### src/rtl/clock_control.sv
// CPU clock generator: synchronizes and debounces the step button, selects
// free-running or single-step mode, divides the board clock into CpuClk plus
// a one-cycle Tick enable, and stops for good when the CPU halts.
module clock_control #(
    parameter int DivWidth      = 16,
    parameter int DebounceCount = 1000,
    parameter int DebWidth      = 12
) (
    input  logic                C,
    input  logic                Reset,
    input  logic                RunMode,
    input  logic                StepBtn,
    input  logic                Halt,
    input  logic [DivWidth-1:0] Divisor,
    output logic                CpuClk,
    output logic                notCpuClk,
    output logic                Tick,
    output logic                Halted
);

    typedef enum logic [1:0] {
        STEP_IDLE = 2'd0,
        STEP_HIGH = 2'd1,
        RUN       = 2'd2,
        HALTED    = 2'd3
    } state_t;

    localparam logic [DebWidth-1:0] DebLast = DebWidth'(DebounceCount - 1);

    // Synchronizer flops
    logic run_meta_q, run_s_q;
    logic btn_meta_q, btn_s_q;

    // Debouncer state
    logic                stable_q, stable_d;
    logic                stable_dly_q;
    logic [DebWidth-1:0] deb_q, deb_d;
    logic                req;

    // Divider and FSM state
    logic [DivWidth-1:0] div_q, div_d;
    logic                boundary;
    state_t              state_q, state_d;
    logic                cpuclk_q, cpuclk_d;
    logic                tick_q, tick_d;
    logic                halted_q, halted_d;

    // Two-flop synchronizers for the asynchronous switch and button
    always_ff @(posedge C) begin
        if (Reset) begin
            run_meta_q <= 1'b0;
            run_s_q    <= 1'b0;
            btn_meta_q <= 1'b0;
            btn_s_q    <= 1'b0;
        end else begin
            run_meta_q <= RunMode;
            run_s_q    <= run_meta_q;
            btn_meta_q <= StepBtn;
            btn_s_q    <= btn_meta_q;
        end
    end

    // Debouncer: accept a new button level only after it has held long enough
    always_comb begin
        stable_d = stable_q;
        deb_d    = deb_q;
        if (btn_s_q == stable_q) begin
            deb_d = '0;
        end else if (deb_q == DebLast) begin
            stable_d = ~stable_q;
            deb_d    = '0;
        end else begin
            deb_d = deb_q + DebWidth'(1);
        end
    end

    // Debouncer registers plus the one-cycle delayed level for edge detection
    always_ff @(posedge C) begin
        if (Reset) begin
            stable_q     <= 1'b0;
            stable_dly_q <= 1'b0;
            deb_q        <= '0;
        end else begin
            stable_q     <= stable_d;
            stable_dly_q <= stable_q;
            deb_q        <= deb_d;
        end
    end

    // A step request is the rising edge of the debounced level
    assign req = stable_q & ~stable_dly_q;

    // >= rather than == so a Divisor lowered below the running count still wraps
    assign boundary = (div_q >= Divisor);

    // Next-state and output logic; Halt overrides everything except Reset
    always_comb begin
        state_d  = state_q;
        cpuclk_d = cpuclk_q;
        tick_d   = 1'b0;
        div_d    = div_q;
        if (Halt) begin
            state_d  = HALTED;
            cpuclk_d = 1'b0;
            div_d    = '0;
        end else begin
            case (state_q)
                HALTED: begin
                    cpuclk_d = 1'b0;
                    div_d    = '0;
                end
                RUN: begin
                    if (!run_s_q) begin
                        state_d  = STEP_IDLE;
                        cpuclk_d = 1'b0;
                        div_d    = '0;
                    end else if (boundary) begin
                        div_d    = '0;
                        cpuclk_d = ~cpuclk_q;
                        tick_d   = ~cpuclk_q;
                    end else begin
                        div_d = div_q + DivWidth'(1);
                    end
                end
                STEP_IDLE: begin
                    div_d    = '0;
                    cpuclk_d = 1'b0;
                    if (run_s_q) begin
                        state_d = RUN;
                    end else if (req) begin
                        state_d  = STEP_HIGH;
                        cpuclk_d = 1'b1;
                        tick_d   = 1'b1;
                    end
                end
                STEP_HIGH: begin
                    // Presses during the high phase are dropped; a mode change
                    // waits for the high phase to complete.
                    if (boundary) begin
                        div_d    = '0;
                        cpuclk_d = 1'b0;
                        state_d  = run_s_q ? RUN : STEP_IDLE;
                    end else begin
                        div_d = div_q + DivWidth'(1);
                    end
                end
                default: begin
                    state_d  = STEP_IDLE;
                    cpuclk_d = 1'b0;
                    div_d    = '0;
                end
            endcase
        end
        halted_d = (state_d == HALTED);
    end

    // FSM, divider and registered outputs
    always_ff @(posedge C) begin
        if (Reset) begin
            state_q  <= STEP_IDLE;
            cpuclk_q <= 1'b0;
            tick_q   <= 1'b0;
            halted_q <= 1'b0;
            div_q    <= '0;
        end else begin
            state_q  <= state_d;
            cpuclk_q <= cpuclk_d;
            tick_q   <= tick_d;
            halted_q <= halted_d;
            div_q    <= div_d;
        end
    end

    assign CpuClk    = cpuclk_q;
    assign notCpuClk = ~cpuclk_q;
    assign Tick      = tick_q;
    assign Halted    = halted_q;

endmodule

### config.mk
export PLATFORM = sky130hd
export DESIGN_NAME = clock_control
export DESIGN_NICKNAME = d
export VERILOG_FILES = /design/src/rtl/clock_control.sv
export SDC_FILE = /design/constraint.sdc
export NUM_CORES = 1
export LEC_CHECK = 0
export BUFFER_PORTS_ARGS = -buffer_cell sky130_fd_sc_hd__buf_2
export CORE_MARGIN = 2
export CORE_UTILIZATION = 30
export DETAILED_ROUTE_END_ITERATION = 8
export MAX_ROUTING_LAYER = met4
export SLEW_MARGIN = 15
export SYNTH_ARGS = -nofsm -noshare
export SYNTH_HDL_FRONTEND = slang
export SYNTH_SLANG_ARGS = --single-unit
### constraint.sdc
create_clock -name C -period 4.76 [get_ports C]
set_clock_uncertainty 0.2 [all_clocks]
set_input_delay 0 -clock C [delete_from_list [all_inputs] [get_ports C]]
set_output_delay 0 -clock C [all_outputs]
set_load 0.02 [all_outputs]
==> metrics.log, run 1 <==
[metrics] result of the run: finished clean
[metrics] fin nets: about 290
[metrics] clock tree root driver cell: clkbuf_8
[metrics] total die area: 7190 µm²
[metrics] leakage power summed over all cells: just under 1 nW
[metrics] std cell rows: 29
[metrics] Top Usage Layer GRT: met2
[metrics] sinks on the clock net: 39
[metrics] internal power: roughly 560 µW
[metrics] Post-Syn Nets: ~260
[metrics] area added between synthesis and finish: 19.9%
[metrics] clock share of power: 0.458
[metrics] hold-fix buffer count after cts: 6
[metrics] max-capacitance violation count: 0
[metrics] Routed Antenna Nets: 0
[metrics] drt drc: 0
[metrics] height of the chip: approximately 85 µm
[metrics] pin count of the biggest net entering global routing: 17
[metrics] min-delay worst type: flop to flop
[metrics] kind of capture point of the worst setup path: flop
[metrics] Post-Route Utilization: 0.372
[metrics] Netlist cell types: 39
[metrics] number of top-level pins: 25
[metrics] startpoint-to-endpoint class of the critical path: flop to flop
[metrics] portion of total power attributed to sequential cells: 0.481
[metrics] cell area after synthesis: between 1500 and 2000 µm²
[metrics] switch share: 0.191
[metrics] proportion of synthesized chip area in sequential cells: 0.399
[metrics] setup violation total in the final timing report: 0
[metrics] met1 capacity usage during global routing: 0.127
[metrics] First-pass DRT Iterations: 4
[metrics] final count of hold timing violations: 0
[metrics] CTS Buf Count: 5
[metrics] final critical path time including I/O delays and setup: 2500 ps
[metrics] setup repair after global routing missed its margin: false
[metrics] Critical Path Fanout Max: 16
[metrics] pwr/cell area: about 300 nW/µm²
[metrics] Placeable Area: around 6300 µm²
[metrics] layout cell share with drive strength beyond 1: 0.157
[metrics] number of buffers between clock root and the deepest sink: 2
[metrics] initial antenna violation count: 0
[metrics] GRT met2 Usage: 0.181
[metrics] setup total negative slack: 0 ps
[metrics] post-route total power: between 600 and 700 µW
[metrics] post-synthesis average cell area: around 8.9 µm²
[metrics] number of vias after detailed routing: approximately 1500
[metrics] FF+latch count, synth: 39
[metrics] Inst Count DP: approximately 320
[metrics] via count of the first global-routing pass: between 1000 and 1500
[metrics] Clock H-tree levels: 2
[metrics] Worst Tran Pin Value: roughly 440 ps
[metrics] switching pwr: roughly 130 µW
[metrics] main area contributors after synthesis: dfxtp_1 (40%), ha_1 (12%), nor2_1 (7.1%)
[metrics] total overflow reported by the global router: 0
[metrics] part of the power in combinational logic: 0.060
[metrics] wire length per cell: 10.3 µm
[metrics] placer congestion estimate: between 0.7 and 0.8
[metrics] critical path launch point type: flop
[metrics] crit share post-route: 0.525
[metrics] grt met3 use: 0.0265
[metrics] standard cell area after detailed placement: 2150 µm²
[metrics] Clock Latency Late Sink: between 200 and 300 ps
[metrics] Synth top area share: 0.399
[metrics] global-route wire length before repair: 6120 µm
[metrics] Data required, critical path: between 4000 and 5000 ps
[metrics] Port Buf Inserts: 24
[metrics] highest clock rate: roughly 400 MHz
[metrics] number of violations reported at the end of detailed-routing iteration 0: 40
[metrics] Post-Layout Inst Area: about 2300 µm²
[metrics] worst max-slew margin expressed relative to the limit: 0.706
[metrics] maximum ir drop on the vdd rail: around 0.19 mV
[metrics] cell count after synthesis: 219
[metrics] HPWL after detailed placement: about 2600 µm
[metrics] Antenna Diode Count: 0
[metrics] Cell Count, Final, Fillers Out: about 330
[metrics] worst path arrival time: 2510 ps
[metrics] clock slew at the register clock pins of the worst setup and hold paths: about 70 ps
[metrics] final routed wirelength across all metal layers: between 3000 and 4000 µm
[metrics] setup repair bufs after CTS: 0
[metrics] total count of max-transition violations in the final report: 0
[metrics] Resized cells post-CTS: 0
[metrics] Synthesis Warnings: 0
[metrics] per-cell via count in the routed design: about 4.5
[metrics] global router's overall resource usage: 0.110
[metrics] library cell occupying the most area in the post-synthesis netlist: dfxtp_1
[metrics] DIE WIDTH: roughly 85 µm
[metrics] clock tree from TritonCTS: built
[metrics] initial cell density of the core: 0.310
## cells in the mapped netlist, drive strengths merged
cell and n:
a22oi 1, o21ai 2, or3 1, nand3 11
nor3 4, inv 22, a311o 1, and3 6
buf 2, nand4 7, or4 1, a31oi 1
o21a 1, ha 18, nor2 39, mux2i 1
o31a 1, nand2b 2, nor4 2, a211oi 1
a21o 1, a2111oi 2, nand2 12, a221oi 1
xnor2 10, dfxtp 39, clkbuf 1, xor2 15
nor2b 5, or2 1, and2 2, a21oi 6
## layout make-up
| cell class | instances | area [µm²] |
|---|---|---|
| clock inverters | 2 | 60.1 |
| flip-flops and latches | 39 | 781 |
| repair buffers | 30 | 180 |
| inverters | 22 | 82.6 |
| multi-input cells | 155 | 1070 |
| well taps | 77 | 96.3 |
| clock buffers | 6 | 72.6 |
| fillers | 663 | 3970 |
## sequential cells by signal (all words and copies together) (netlist names)
signal	cells
div_q	16
deb_q	12
state_q	2
CpuClk	1
Halted	1
Tick	1
btn_meta_q	1
btn_s_q	1
run_meta_q	1
run_s_q	1
stable_dly_q	1
stable_q	1
## worst max-delay path, cell delays in order, from the launching register on
cell and delay (ps):
dfxtp_1 420, inv_1 70, ha_1 270, nand2b_4 150, a2111oi_4 340, a2111oi_2 100
nor4_4 460, nand2_4 210, a22oi_1 210
## worst paths after layout
kind | start | endpoint | slack, ps | cells after the start
worst max-delay path | div_q[0] | CpuClk | 2260 | 8
worst max register to register | div_q[0] | CpuClk | 2260 | 8
worst min register to register | btn_meta_q | btn_s_q | 250 | 1
worst min-delay path | btn_meta_q | btn_s_q | 250 | 1
## power groups by stage
stage | Combinational [mW] | Sequential [mW] | Clock [mW]
finish | 0.0417 | 0.334 | 0.318
global route | 0.0473 | 0.335 | 0.344
CTS | 0.0422 | 0.334 | 0.327
detailed placement | 0.0383 | 0.342 | 0
global placement | 0.0374 | 0.342 | 0
floorplan | 0.0240 | 0.342 | 0
## cells by family (layout without fill, tap and decap cells)
logic type	Yosys count	after routing	synth area share
multiplexers	1	1	0.00512
buffers and inverters	25	60	0.0524
AO/OA/AOI/OAI	18	18	0.0748
AND/OR/NAND/NOR	93	93	0.242
XOR/XNOR	25	25	0.112
adder cells (fa/ha/maj)	18	18	0.115
flip-flops	39	39	0.399
## metal layers
metal,wire (µm),vias up
li1,-,798
met1,1680,657
met2,1540,26
met3,138,7
met4,57,0
met5,0,-
## cells in the final DEF (no fill, tap or decap), drive strengths merged, types with 2 or more instances in the layout
cell,n
clkbuf,6
nor3,4
nor2b,5
a21oi,6
dlygate4sd3,6
inv,22
nand2b,2
bufinv,2
nor4,2
and2,2
ha,18
buf,24
nand2,12
a2111oi,2
dfxtp,39
xor2,15
xnor2,10
nand4,7
nor2,39
o21ai,2
nand3,11
and3,6
## metrics by stage
step                      hold WS (ps)  setup slack (ps)
after CTS                          246              2250
after detailed placement          13.0              2240
after floorplan                  -71.8              2470
after global routing               261              2020
final                              246              2260
after global placement            11.3              2310
Power figures use the tool's default switching activity.
==> run 2: changes to the inputs <==
Clock period 4.76 ns to 2.2 ns, I/O delays scaled along.
==> run 2 against run 1 <==
The run now ends with negative setup slack left. Clock-buffer cell count is the same. Critical path depth increased by 1. Maximum frequency grew 13%. Non-clock buffer count rose by 21. Setup slack lost 2300 ps. Critical path type unchanged. Largest power group unchanged.
==> metrics.log, run 2 (synthesized netlist as in run 1, its figures left out) <==
[metrics] clock tree from TritonCTS: built (unchanged)
[metrics] max FFs per register: 16 (unchanged)
[metrics] most frequent cells in the layout: dfxtp_1 (34), nor2_1 (24), buf_2 (24), inv_1 (21), buf_4 (16) (was dfxtp_1 (39), nor2_1 (37), buf_2 (24), inv_1 (22), ha_1 (18))
[metrics] total die area: 7190 µm² (unchanged)
[metrics] global router's overall resource usage: 0.112 (was 0.110)
[metrics] per-cell via count in the routed design: 4.50 (about the same)
[metrics] switch share: 0.210 (was 0.191)
[metrics] Post-Route Utilization: 0.431 (was 0.372)
[metrics] Critical Path Fanout Max: 8 (was 16)
[metrics] highest cell delay on the worst timing path: 380 ps (was 460 ps)
[metrics] number of vias after detailed routing: 1578 (was 1488)
[metrics] global-route wire length before repair: 6300 µm (was 6120 µm)
[metrics] standard cell area after detailed placement: 2280 µm² (was 2150 µm²)
[metrics] kind of capture point of the worst setup path: flop (unchanged)
[metrics] layout cell share with drive strength beyond 1: 0.318 (was 0.157)
[metrics] via count of the first global-routing pass: 1468 (was 1443)
[metrics] most frequent standard cell in the layout excluding fill and tap cells: dfxtp_1 (unchanged)
[metrics] area added between synthesis and finish: 39.0% (was 19.9%)
[metrics] post-route total power: 1.41 mW (was 694 µW)
[metrics] Port Buf Inserts: 24 (unchanged)
[metrics] setup repair after global routing missed its margin: true (was false)
[metrics] switching pwr: 296 µW (was 133 µW)
[metrics] sinks on the clock net: 39 (unchanged)
[metrics] height of the chip: 84.8 µm (unchanged)
[metrics] Clock Latency Late Sink: 290 ps (was 280 ps)
[metrics] result of the run: finished with violations (was finished clean)
[metrics] highest clock rate: 453 MHz (was 400 MHz)
[metrics] clock slew at the register clock pins of the worst setup and hold paths: 80 ps (was 70 ps)
[metrics] initial antenna violation count: 0 (unchanged)
[metrics] Worst Tran Pin Value: 655 ps (was 437 ps)
[metrics] worst path arrival time: 2190 ps (was 2510 ps)
[metrics] part of the power in combinational logic: 0.085 (was 0.060)
[metrics] fin nets: 313 (was 292)
[metrics] drt drc: 0 (unchanged)
[metrics] setup total negative slack: -57.2 ps (was 0 ps)
[metrics] number of top-level pins: 25 (unchanged)
[metrics] HPWL after detailed placement: 2590 µm (was 2600 µm)
[metrics] WP buf/inv: 2 (was 1)
[metrics] Data required, critical path: 2180 ps (was 4770 ps)
[metrics] number of violations reported at the end of detailed-routing iteration 0: 36 (was 40)
[metrics] wire length per cell: 10.9 µm (was 10.3 µm)
[metrics] final routed wirelength across all metal layers: 3830 µm (was 3420 µm)
[metrics] registers with the most flip-flops: div_q (16), deb_q (12), state_q (2) (unchanged)
[metrics] ordered cell list for the critical path: ha_4, nand4_1, or2_4, a2111oi_4, nor4_4, buf_6, nand2_8, buf_12, nor2_4 (was inv_1, ha_1, nand2b_4, a2111oi_4, a2111oi_2, nor4_4, nand2_4, a22oi_1)
[metrics] number of buffers between clock root and the deepest sink: 2 (unchanged)
[metrics] Routed Antenna Nets: 0 (unchanged)
[metrics] worst max-slew margin expressed relative to the limit: 0.560 (was 0.706)
[metrics] First-pass DRT Iterations: 4 (unchanged)
[metrics] post-route setup slack: -9.20 ps (was 2260 ps)
[metrics] critical path launch point type: flop (unchanged)
[metrics] Crit-path slowest cell: a2111oi_4 (was nor4_4)
[metrics] DIE WIDTH: 84.8 µm (unchanged)
[metrics] setup violation total in the final timing report: 8 (was 0)
[metrics] initial cell density of the core: 0.310 (unchanged)
[metrics] std cell rows: 29 (unchanged)
[metrics] crit share post-route: 1.00 (was 0.525)
[metrics] register with the highest flop count: div_q (unchanged)
[metrics] clock share of power: 0.401 (was 0.458)
[metrics] clock tree root driver cell: clkbuf_8 (unchanged)
[metrics] final count of hold timing violations: 0 (unchanged)
[metrics] startpoint-to-endpoint class of the critical path: flop to flop (unchanged)
[metrics] portion of total power attributed to sequential cells: 0.514 (was 0.481)
[metrics] pwr/cell area: 517 nW/µm² (was 296 nW/µm²)
[metrics] CTS Buf Count: 5 (unchanged)
[metrics] placer congestion estimate: 0.734 (was 0.797)
[metrics] maximum ir drop on the vdd rail: 0.434 mV (was 0.187 mV)
[metrics] violations in the final reports: negative setup slack
[metrics] Clock H-tree levels: 2 (unchanged)
[metrics] Post-Layout Inst Area: 2720 µm² (was 2350 µm²)
[metrics] Placeable Area: 6310 µm² (unchanged)
[metrics] total count of max-transition violations in the final report: 0 (unchanged)
[metrics] max-capacitance violation count: 0 (unchanged)
[metrics] internal power: 1.11 mW (was 562 µW)
[metrics] min-delay worst type: flop to flop (unchanged)
[metrics] final critical path time including I/O delays and setup: 2210 ps (was 2500 ps)
[metrics] total overflow reported by the global router: 0 (unchanged)
[metrics] Antenna Diode Count: 0 (unchanged)
[metrics] cell family contributing the most delay on the critical path: simple AND/OR/NAND/NOR gates (unchanged)
[metrics] leakage power summed over all cells: 1.10 nW (was 0.986 nW)
[metrics] pin count of the biggest net entering global routing: 13 (was 17)
==> run 2: changes by cell type in the layout (fill, tap and decap cells not counted), moves of 2 or more <==
| cell | change |
|---|---|
| nor2_1 | -13 |
| buf_4 | +16 |
| nor2_4 | +11 |
| ha_4 | +6 |
| ha_1 | -6 |
| dfxtp_1 | -5 |
| nor2_2 | +2 |
| buf_6 | +2 |
| dfxtp_2 | +5 |
==> run 2: repair_timing <==
item | CTS | global route
hold buffers | 7 | 0
gates resized for setup | 13 | 30
gates cloned | 1 | 0
hold endpoints to repair | 12 | 0
setup endpoints to repair | 19 | 19
buffers inserted | 2 | 3
pin swaps | 11 | 8
==> run 2: stage by stage <==
stage                     std cells  setup slack, ps  hold WS (ps)
after floorplan                 219            -14.6         -71.8
after global placement          331            -41.7          12.1
after detailed placement        331            -82.5          12.1
after CTS                       348            -77.2           243
after global routing            351             -106           266
final                           351            -9.20           240
==> run 2: power groups by stage <==
stage | Combinational [mW] | Clock [mW] | Sequential (mW)
floorplan | 0.0534 | 0 | 0.740
global placement | 0.0880 | 0 | 0.738
detailed placement | 0.0887 | 0 | 0.738
CTS | 0.110 | 0.589 | 0.722
global route | 0.133 | 0.625 | 0.723
finish | 0.120 | 0.564 | 0.723
==> run 2: area by class of cell <==
type,count,area (µm²)
clock buffer,6,72.6
timing repair buffer,51,380
sequential,39,787
fill,629,3590
inverter,22,82.6
tap,77,96.3
clock inverter,1,30.0
multi-input combinational,155,1270
==> run 2: final timing paths <==
| path | endpoint | slack [ps] | from | cells after the start |
|---|---|---|---|---|
| setup / recovery | div_q[9] | -9 | div_q[14] | 9 |
| setup reg to reg | div_q[9] | -9 | div_q[14] | 9 |
| hold / removal | run_s_q | 240 | run_meta_q | 1 |
| hold reg to reg | run_s_q | 240 | run_meta_q | 1 |
==> run 2: per-layer routing <==
metal	wire, µm	global-route usage
met5	0	-
met3	142	0.0295
met1	1800	0.142
met4	38	0.0390
met2	1850	0.173
==> run 3: changes to the inputs <==
Settings changed: CORE_MARGIN 2 to unset.
==> run 3 against run 2 <==
The flow now finishes without violations. Critical endpoint is now state_q[0]. Design area decreased by 2.3%. Combinational power decreased by 6%. Largest cell class unchanged. Critical path depth stayed put. Setup slack better by 14 ps. Maximum frequency grew 0.65%. Critical path type unchanged.
==> metrics.log, run 3 (synthesized netlist as in run 1, its figures left out) <==
[metrics] maximum ir drop on the vdd rail: 0.452 mV (was 0.434 mV)
[metrics] height of the chip: 82.8 µm (was 84.8 µm)
[metrics] total count of max-transition violations in the final report: 0 (unchanged)
[metrics] Cell Count, Final, Fillers Out: 350 (was 351)
[metrics] standard cell area after detailed placement: 2280 µm² (about the same)
[metrics] total die area: 6850 µm² (was 7190 µm²)
[metrics] clock tree from TritonCTS: built (unchanged)
[metrics] Reg-to-Reg Start: div_q[13] (was div_q[14])
[metrics] post-route total power: 1.53 mW (was 1.41 mW)
[metrics] Port Buf Inserts: 24 (unchanged)
[metrics] area added between synthesis and finish: 35.9% (was 39.0%)
[metrics] kind of capture point of the worst setup path: flop (unchanged)
[metrics] number of logic stages on the critical path including buffering: 9 (unchanged)
[metrics] Clock Latency Late Sink: 290 ps (about the same)
[metrics] routed wl met2: 1790 µm (was 1850 µm)
[metrics] DIE WIDTH: 82.8 µm (was 84.8 µm)
[metrics] layout cell share with drive strength beyond 1: 0.311 (was 0.318)
[metrics] Worst Tran Pin Value: 415 ps (was 655 ps)
[metrics] worst setup path endpoint: state_q[0] (was div_q[9])
[metrics] global-route wire length before repair: 6130 µm (was 6300 µm)
[metrics] placer congestion estimate: 0.800 (was 0.734)
[metrics] Data required, critical path: 2170 ps (was 2180 ps)
[metrics] most frequent standard cell in the layout excluding fill and tap cells: nor2_1 (was dfxtp_1)
[metrics] max FFs per register: 16 (unchanged)
[metrics] initial antenna violation count: 0 (unchanged)
[metrics] max-capacitance violation count: 0 (unchanged)
[metrics] HPWL after detailed placement: 2600 µm (was 2590 µm)
[metrics] Antenna Diode Count: 0 (unchanged)
[metrics] number of vias after detailed routing: 1572 (was 1578)
[metrics] initial cell density of the core: 0.310 (unchanged)
[metrics] worst path arrival time: 2160 ps (was 2190 ps)
[metrics] number of top-level pins: 25 (unchanged)
[metrics] most frequent cells in the layout: nor2_1 (32), dfxtp_1 (31), buf_2 (24), inv_1 (21), buf_4 (16) (was dfxtp_1 (34), nor2_1 (24), buf_2 (24), inv_1 (21), buf_4 (16))
[metrics] wire length per cell: 10.8 µm (was 10.9 µm)
[metrics] crit share post-route: 0.998 (was 1.00)
[metrics] First-pass DRT Iterations: 4 (unchanged)
[metrics] Placeable Area: 6310 µm² (unchanged)
[metrics] setup repair after global routing missed its margin: true (unchanged)
[metrics] ordered cell list for the critical path: ha_4, nand4_1, or2_4, a2111oi_4, nor4_4, buf_4, buf_6, nand2_2, a31oi_1 (was ha_4, nand4_1, or2_4, a2111oi_4, nor4_4, buf_6, nand2_8, buf_12, nor2_4)
[metrics] register-to-register path setup slack: 5 ps (was -9 ps)
[metrics] WP buf/inv: 2 (unchanged)
[metrics] Post-Route Utilization: 0.421 (was 0.431)
[metrics] drt drc: 0 (unchanged)
[metrics] highest clock rate: 456 MHz (was 453 MHz)
[metrics] end of the worst register-to-register path: state_q[0] (was div_q[9])
[metrics] register with the highest flop count: div_q (unchanged)
[metrics] final count of hold timing violations: 0 (unchanged)
[metrics] final routed wirelength across all metal layers: 3790 µm (was 3830 µm)
[metrics] Post-Layout Inst Area: 2660 µm² (was 2720 µm²)
[metrics] worst-case reg-to-reg path depth: 9 (unchanged)
[metrics] cell family contributing the most delay on the critical path: simple AND/OR/NAND/NOR gates (unchanged)
[metrics] per-cell via count in the routed design: 4.49 (was 4.50)
[metrics] registers with the most flip-flops: div_q (16), deb_q (12), state_q (2) (unchanged)
[metrics] startpoint-to-endpoint class of the critical path: flop to flop (unchanged)
[metrics] via count of the first global-routing pass: 1462 (was 1468)
[metrics] worst max-slew margin expressed relative to the limit: 0.721 (was 0.560)
[metrics] critical path launch point type: flop (unchanged)
[metrics] Crit-path slowest cell: a2111oi_4 (unchanged)
[metrics] Met3 Routed Length: 136 µm (was 142 µm)
[metrics] setup violation total in the final timing report: 0 (was 8)
[metrics] Critical Path Fanout Max: 4 (was 8)
[metrics] std cell rows: 29 (unchanged)
[metrics] clock tree root driver cell: clkbuf_8 (unchanged)
[metrics] total overflow reported by the global router: 0 (unchanged)
[metrics] fin nets: 311 (was 313)
[metrics] number of violations reported at the end of detailed-routing iteration 0: 45 (was 36)
[metrics] Clock H-tree levels: 2 (unchanged)
[metrics] leakage power summed over all cells: 1.09 nW (was 1.10 nW)
[metrics] Inst Count DP: 332 (was 331)
[metrics] routed length on met1: 1820 µm (was 1800 µm)
[metrics] clock slew at the register clock pins of the worst setup and hold paths: 80 ps (about the same)
[metrics] min-delay worst type: flop to flop (unchanged)
[metrics] pwr/cell area: 577 nW/µm² (was 517 nW/µm²)
[metrics] Highest Signal Layer: met4 (unchanged)
[metrics] global router's overall resource usage: 0.123 (was 0.112)
[metrics] CTS Buf Count: 5 (unchanged)
[metrics] pin count of the biggest net entering global routing: 13 (unchanged)
[metrics] highest cell delay on the worst timing path: 360 ps (was 380 ps)
[metrics] beginning of the critical path: div_q[13] (was div_q[14])
[metrics] number of buffers between clock root and the deepest sink: 2 (unchanged)
[metrics] Routed Antenna Nets: 0 (unchanged)
[metrics] result of the run: finished clean (was finished with violations)
[metrics] sinks on the clock net: 39 (unchanged)
[metrics] final critical path time including I/O delays and setup: 2190 ps (was 2210 ps)
==> run 3: changes by cell type in the layout (fill, tap and decap cells not counted), moves of 2 or more <==
cell	change
nor2_4	-10
nor2_1	+8
dfxtp_1	-3
dfxtp_2	+3
ha_1	-2
ha_4	+2
nor2_2	+2
==> run 3: how the worst min path moves through the flow <==
stage / cells after the start / startpoint / to / slack [ps]
global route: 1 / run_meta_q / run_s_q / 260
finish: 1 / btn_meta_q / btn_s_q / 240
detailed placement: 2 / RunMode / run_meta_q / 20
floorplan: 1 / StepBtn / btn_meta_q / -70
CTS: 1 / btn_meta_q / btn_s_q / 240
global placement: 2 / StepBtn / btn_meta_q / 10
==> run 3: layout make-up <==
class                           count  area (µm²)
Clock inverter                      2        60.1
Timing Repair Buffer               49         334
Fill cell                         659        3650
Sequential cell                    39         791
Clock buffer                        6        72.6
Tap cell                           77        96.3
Multi-Input combinational cell    155        1220
Inverter                           22        82.6
==> run 3: what timing repair did <==
item,in CTS,in global routing
hold endpoints to repair,14,0
pin swaps,11,7
setup buffers,2,2
hold buffers,6,0
gates cloned,0,0
setup endpoints to repair,18,20
resized for setup,9,21
==> run 3: layer usage <==
layer,track usage,vias to the layer above
met5,-,-
met2,0.208,27
li1,-,831
met4,0.0517,0
met3,0.0264,4
met1,0.139,710
==> run 3: metrics by stage <==
stage	setup TNS (ps)	hold WS [ps]	setup slack, ps
after floorplan	-24.0	-71.8	-14.6
after global placement	-132	10.6	-39.6
after detailed placement	-491	18.5	-89.1
after CTS	-486	244	-39.5
after global routing	-1050	263	-76.5
final	0	241	5.08
==> run 3: worst reg2reg max path, stage by stage, from the launching register on <==
cell       delay, ps
dfxtp_2          350
ha_4             260
nand4_1          130
or2_4            270
a2111oi_4        370
nor4_4            90
buf_4            170
buf_6            120
nand2_2           50
a31oi_1           70
==> run 3: where the power goes <==
part,total [mW],switching (mW),internal (mW)
clock network,0.698,0.245,0.453
logic,0.113,0.0540,0.0588
registers,0.722,0.00724,0.715
